`src/rtl/mux_sel_arbiter_if.sv`:
```
// rtl/mux_sel_arbiter_if.sv - request/grant/select bundle between requesters and the mux select arbiter
interface mux_sel_arbiter_if;
    logic req_a;
    logic req_b;
    logic gnt_a;
    logic gnt_b;
    logic x;
    logic busy;

    modport master (
        output req_a,
        output req_b,
        input  gnt_a,
        input  gnt_b,
        input  x,
        input  busy
    );

    modport slave (
        input  req_a,
        input  req_b,
        output gnt_a,
        output gnt_b,
        output x,
        output busy
    );
endinterface

```
`src/rtl/mux_sel_arbiter.sv`:
```
// rtl/mux_sel_arbiter.sv - two-way round-robin arbiter with hold limit driving a 1-bit mux select
module mux_sel_arbiter #(
    parameter int MAX_HOLD = 8,
    parameter int CNT_W    = 4
) (
    input  logic              clk,
    input  logic              reset,
    mux_sel_arbiter_if.slave  bus
);

    localparam logic [CNT_W-1:0] HOLD_LAST = CNT_W'(MAX_HOLD - 1);

    typedef enum logic [1:0] {
        IDLE  = 2'd0,
        GNT_A = 2'd1,
        GNT_B = 2'd2
    } state_e;

    state_e           state_q, state_d;
    logic [CNT_W-1:0] cnt_q, cnt_d;
    logic             last_a_q, last_a_d;
    logic             x_q, x_d;
    logic             gnt_a_q, gnt_a_d;
    logic             gnt_b_q, gnt_b_d;
    logic             busy_q, busy_d;

    logic req_a;
    logic req_b;
    logic cnt_sat;
    logic entering;

    assign req_a   = bus.req_a;
    assign req_b   = bus.req_b;
    assign cnt_sat = (cnt_q == HOLD_LAST);

    always_comb begin
        state_d = state_q;
        case (state_q)
            IDLE: begin
                if (req_a && req_b) begin
                    state_d = last_a_q ? GNT_B : GNT_A;
                end else if (req_a) begin
                    state_d = GNT_A;
                end else if (req_b) begin
                    state_d = GNT_B;
                end
            end
            GNT_A: begin
                if (!req_a) begin
                    state_d = req_b ? GNT_B : IDLE;
                end else if (req_b && cnt_sat) begin
                    state_d = GNT_B;
                end
            end
            GNT_B: begin
                if (!req_b) begin
                    state_d = req_a ? GNT_A : IDLE;
                end else if (req_a && cnt_sat) begin
                    state_d = GNT_A;
                end
            end
            default: state_d = IDLE;
        endcase
    end

    // A new tenure restarts the hold count; x only moves with a grant so it stays put through IDLE.
    always_comb begin
        cnt_d    = cnt_q;
        last_a_d = last_a_q;
        x_d      = x_q;
        entering = (state_d != state_q) && (state_d != IDLE);
        if (entering) begin
            cnt_d    = '0;
            last_a_d = (state_d == GNT_A);
            x_d      = (state_d == GNT_A);
        end else if ((state_d != IDLE) && !cnt_sat) begin
            cnt_d = cnt_q + 1'b1;
        end
        gnt_a_d = (state_d == GNT_A);
        gnt_b_d = (state_d == GNT_B);
        busy_d  = (state_d != IDLE);
    end

    always_ff @(posedge clk) begin
        if (reset) begin
            state_q  <= IDLE;
            cnt_q    <= '0;
            last_a_q <= 1'b0;
            x_q      <= 1'b0;
            gnt_a_q  <= 1'b0;
            gnt_b_q  <= 1'b0;
            busy_q   <= 1'b0;
        end else begin
            state_q  <= state_d;
            cnt_q    <= cnt_d;
            last_a_q <= last_a_d;
            x_q      <= x_d;
            gnt_a_q  <= gnt_a_d;
            gnt_b_q  <= gnt_b_d;
            busy_q   <= busy_d;
        end
    end

    always_ff @(posedge clk) begin
        if (!reset) begin
            assert (!(gnt_a_q && gnt_b_q));
        end
    end

    assign bus.gnt_a = gnt_a_q;
    assign bus.gnt_b = gnt_b_q;
    assign bus.x     = x_q;
    assign bus.busy  = busy_q;

endmodule

```
`src/flat_wrapper.sv`:
```
// flat-port wrapper written by rule: the top's interface ports become plain ports
module mux_sel_arbiter_flat 
#(
    parameter int MAX_HOLD = 8,
    parameter int CNT_W    = 4
)
  (clk, reset, bus_req_a, bus_req_b, bus_gnt_a, bus_gnt_b, bus_x, bus_busy);
  mux_sel_arbiter_if bus_i ();
  input  logic clk;
  input  logic reset;
  input wire logic [$bits(bus_i.req_a)-1:0] bus_req_a;
  input wire logic [$bits(bus_i.req_b)-1:0] bus_req_b;
  output wire logic [$bits(bus_i.gnt_a)-1:0] bus_gnt_a;
  output wire logic [$bits(bus_i.gnt_b)-1:0] bus_gnt_b;
  output wire logic [$bits(bus_i.x)-1:0] bus_x;
  output wire logic [$bits(bus_i.busy)-1:0] bus_busy;
  assign bus_i.req_a = bus_req_a;
  assign bus_i.req_b = bus_req_b;
  assign bus_gnt_a = bus_i.gnt_a;
  assign bus_gnt_b = bus_i.gnt_b;
  assign bus_x = bus_i.x;
  assign bus_busy = bus_i.busy;
  mux_sel_arbiter #(.MAX_HOLD(MAX_HOLD), .CNT_W(CNT_W)) u_core (.clk(clk), .reset(reset), .bus(bus_i));
endmodule
```
`config.mk`:
```
export PLATFORM = sky130hd
export DESIGN_NAME = mux_sel_arbiter_flat
export DESIGN_NICKNAME = d
export VERILOG_FILES = /design/src/rtl/mux_sel_arbiter_if.sv /design/src/rtl/mux_sel_arbiter.sv /design/src/flat_wrapper.sv
export SDC_FILE = /design/constraint.sdc
export NUM_CORES = 1
export LEC_CHECK = 0
export BUFFER_PORTS_ARGS = -buffer_cell sky130_fd_sc_hd__buf_2
export CAP_MARGIN = 20
export CORE_MARGIN = 1
export CORE_UTILIZATION = 30
export DETAILED_ROUTE_END_ITERATION = 8
export GPL_ROUTABILITY_DRIVEN = 0
export PLACE_DENSITY_LB_ADDON = 0.2
export SLEW_MARGIN = 20
export SYNTH_ARGS = -nofsm -noshare
export SYNTH_HDL_FRONTEND = slang
export SYNTH_SLANG_ARGS = --single-unit
```
`constraint.sdc`:
```
create_clock -name clk -period 1.5 [get_ports clk]
set_input_delay 0.225 -clock clk [delete_from_list [all_inputs] [get_ports clk]]
set_output_delay 0.225 -clock clk [all_outputs]
set_load 0.05 [all_outputs]
```
# Word-level counts from Yosys, hierarchy flattened
# Index checks and enable logic that the tools add are counted.
[op_classes] eq_ne=6 add_sub_neg=1 n_mux=11 n_reduce_logical=9
[ops] operator="2-to-1 mux 2 bit" n=9
[ops] operator="one-hot mux 2 bit (3 select lines)" n=1
[ops] operator="logical AND 1 bit" n=5
[ops] operator="adder 4 x 1 -> 4 bit, second input constant" n=1
[ops] operator="== test 2 x 1 -> 1 bit, second input constant" n=2
[ops] operator="== test 2 bit, second input constant" n=2
[ops] operator="== test 4 x 3 -> 1 bit, second input constant" n=1
[ops] operator="zero test 2 bit" n=1
[ops] operator="inequality test 2 bit" n=1
[ops] operator="nonzero test 2 bit" n=1
[ops] operator="OR reduction 2 bit" n=1
[ops] operator="zero test 1 bit" n=1
[ops] operator="2-to-1 mux 1 bit" n=1
[word_totals] input_bits=4 register_bits=10 wordCells=33

# Logic depth before layout (Yosys ltp)
[logic_depth] depth_word=8 depth_mapped=5 mapped_depth_nobuf=5

# Least setup slack after synthesis
# No wires, ideal clock.
[synth_path] kind="register to register" start="reg u_core.bus.x (netlist name)" end="reg u_core.busy_q, in the netlist u_core.bus.busy" path_stages_with_launch=4 synth_period_minus_slack_ps=1378 t_arrival_ps=1258 path_slack_ps=122 path_buffers=0 cell_sequence="dfxtp_1 > a41oi_1 > and3_1 > or2_1"
[synth_lines] item="end signal: assignment" line_no="mux_sel_arbiter.sv:100" text="busy_q <= busy_d;"
[synth_lines] item="end: declaration" line_no="mux_sel_arbiter.sv:25" text="logic busy_q, busy_d;"

# Final worst setup path
[layout_path] start="reg u_core.cnt_q[0]" end="reg u_core.busy_q, in the netlist u_core.bus.busy"
[layout_between] elab_chain_cells=6 elab_cells_between_ends=9
[layout_rtl] item="start: declaration" line_no="mux_sel_arbiter.sv:20" text="logic [CNT_W-1:0] cnt_q, cnt_d;"
[layout_rtl] item="start signal: assignment" line_no="mux_sel_arbiter.sv:95" text="cnt_q <= cnt_d;"
[layout_rtl] item="== test 4 x 3 -> 1 bit (*)" line_no="mux_sel_arbiter.sv:34" text="assign cnt_sat = (cnt_q == HOLD_LAST);"
[layout_rtl] item="logical AND 1 bit, on equally long branches" line_no="mux_sel_arbiter.sv:58, mux_sel_arbiter.sv:51"
[layout_rtl] item="2-to-1 mux 2 bit, on equally long branches" line_no="mux_sel_arbiter.sv:58, mux_sel_arbiter.sv:51"
[layout_rtl] item="2-to-1 mux 2 bit, on equally long branches" line_no="mux_sel_arbiter.sv:56, mux_sel_arbiter.sv:49"
[layout_rtl] item="one-hot mux 2 bit (3 select lines) (*)" line_no="mux_sel_arbiter.sv:38" text="case (state_q)"
[layout_rtl] item="nonzero test 2 bit (*)" line_no="mux_sel_arbiter.sv:81" text="busy_d = (state_d != IDLE);"
# Every way passes the cells marked *; elsewhere a longest branch is shown, timed or not.
# A chain may end at the register's enable or synchronous reset.

==> reports/metrics.yaml <==
seq_area_frac_synth: 0.408
synth_area_leaders: "dfxtp_1 (41%), and3_1 (6.4%), nand3_1 (5.1%)"
finalCriticalPeriod_ns: 1.43
hold_viol: 0
async_flop_share: 0
layout_common_cells: "dfxtp_1 (10), buf_2 (7), nand3_1 (5), and3_1 (5), a21oi_1 (4)"
cts_buffer_depth: 2
coreArea_mm2: 0.00152
synth-edff-count: 0
ys_types: 26
design.die.area_mm2: 0.00180
drt_iter0_markers: 7
yosysTopAreaCell: "dfxtp_1"
power.density_mw_per_mm2: 1120
drive_gt1_frac: 0.238
critical-path-max-stage-delay_ns: 0.36
setup_violations: 0
critPathMaxFanout: 5
grt_max_degree: 11
insertion_delay_ns: 0.27
finClkSkew_ns: 0.00496
ys_dominant_reg_cell: "dfxtp_1"
vdd_drop_max_v: 0.000321
worst_pin_slew_ns: 0.382
synth_top_area_frac: 0.408
avgSynthCellArea_um2: 9.25
tns_ns: 0
antenna_cells: 0
p_leak_nw: 0.293
path_class: "flop to flop"
drt_pre_antenna_iters: 4
crit_chain: "ha_1, and4b_1, o21ai_0, and3_1, or2_1"
grt_pass1_vias: 364
vias_per_cell: 5.30
hold_slack_ns: 0.149
power_uw: 644
finalInstanceArea_um2: 577
end_kind: "flop"
grt_setup_unrepaired: "false"
cp_slowest_cell: "dfxtp_1"
cts_max_level: 1
clock_sinks: 10
report.final.slew_viol_count: 0
arrival_ns: 1.60
final.period_utilization: 0.956
dp.cells: 75
synth_cells: 53
die_y_um: 42.4
status: "complete, no violations"
cts_made_buffers: 3
ant_nets: 0
wirelength_um: 967
cp-start-kind: "flop"
fmax_ghz: 0.697
num_vias: 419
cap_violations: 0
grt_pass1_wl_um: 1550
place_area_um2: 541
rows: 14
cts_root_buf: "clkbuf_4"
reg2reg_slack_ns: 0.07
setup.worst_path.start: "u_core.cnt_q[0]"
hold_buffers: 0
worstPathRequired_ns: 1.66
ios: 8
start_util: 0.322
grt_use_total: 0.116
clk_pin_slew_ns: 0.07
rr_startpoint: "u_core.cnt_q[0]"
grt_overflow: 0
fp.dieW_um: 42.4
synth_fp_nets: 58
wl_per_cell_um: 12.2
nNetsFinal: 69
slew_headroom: 0.745
port_buffers: 7
ys_ff_latch: 10
holdCritPathClass: "input port to flop"
antenna_found_initial: 0
dpl.hpwl_um: 702
finalNonFillerCells: 79
cts_setup_buffers: 0
synth_area_um2: 490
cts_resized: 0
cts_tree: "done"
post-route-drc-count: 0
synthToLayoutAreaGrowth_pct: 17.6
ys_warn_count: 0
final_common_cell: "dfxtp_1"
worstHoldStart: "reset"
==> cells in the mapped netlist (all sizes together) (2+ instances only) <==
cell type and number:
dfxtp 10, and3 5, nand3 5, a21oi 4, inv 3, and4b 2, nand2 2, nand2b 2
nor2 2, nor3 2, o21ai 2, xor2 2
==> sequential cells by signal, indices dropped and copies added, names as in the netlist <==
name	flops
u_core.bus.x	1
u_core.bus.busy	1
u_core.cnt_q	4
u_core.bus.gnt_a	1
u_core.bus.gnt_b	1
u_core.state_q	2
==> cells by family after synthesis <==
kind of cell,synth area share
and+or+nand+nor,0.314
AOI/OAI and AO/OA,0.184
DFF,0.408
buffers and inverters,0.0332
xor gates and xnor gates,0.0357
adders and majority gates,0.0255
==> critical path: cells and delay by family, from the launching register on <==
family,cells,cell delay [ns]
AO/OA/AOI/OAI,1,0.09
flip-flops,1,0.36
AND/OR/NAND/NOR,3,0.60
adder cells (fa/ha/maj),1,0.28
==> stage by stage <==
stage | util | worst slack [ns]
2_1_floorplan | - | 0.122
3_3_place_gp | 0.355 | 0.0893
3_5_place_dp | 0.355 | 0.0610
4_1_cts | 0.378 | 0.0484
5_1_grt | 0.378 | 0.00123
6_report | 0.378 | 0.0663
==> worst paths after layout <==
| check | end | depth (start not counted) |
|---|---|---|
| worst min register to register | u_core.cnt_q[1] | 2 |
| worst min-delay path | u_core.bus.x | 2 |
| worst max-delay path | u_core.bus.busy | 5 |
| worst max register to register | u_core.bus.busy | 5 |
==> cell type report <==
class	instances	area [µm²]
inverters	3	11.3
well taps	16	20.0
repair buffers	7	35.0
clock buffers	4	36.3
multi-input cells	39	274
fillers	172	947
flip-flops and latches	10	200
==> power breakdown <==
group / leakage [nW] / switching (mW) / internal (mW)
clock: 0.0210 / 0.0982 / 0.147
sequential: 0.0822 / 0.0152 / 0.282
combinational: 0.190 / 0.0664 / 0.0353
total: 0.293 / 0.180 / 0.464
==> metal layers <==
layer / vias up / part of all wire / track usage
met1: 192 / 0.46 / 0.131
met3: 0 / 0.066 / 0.0690
met2: 10 / 0.47 / 0.182
met5: - / 0 / 0
li1: 217 / - / -
met4: 0 / 0 / 0.0375
Power figures use the tool's default switching activity.
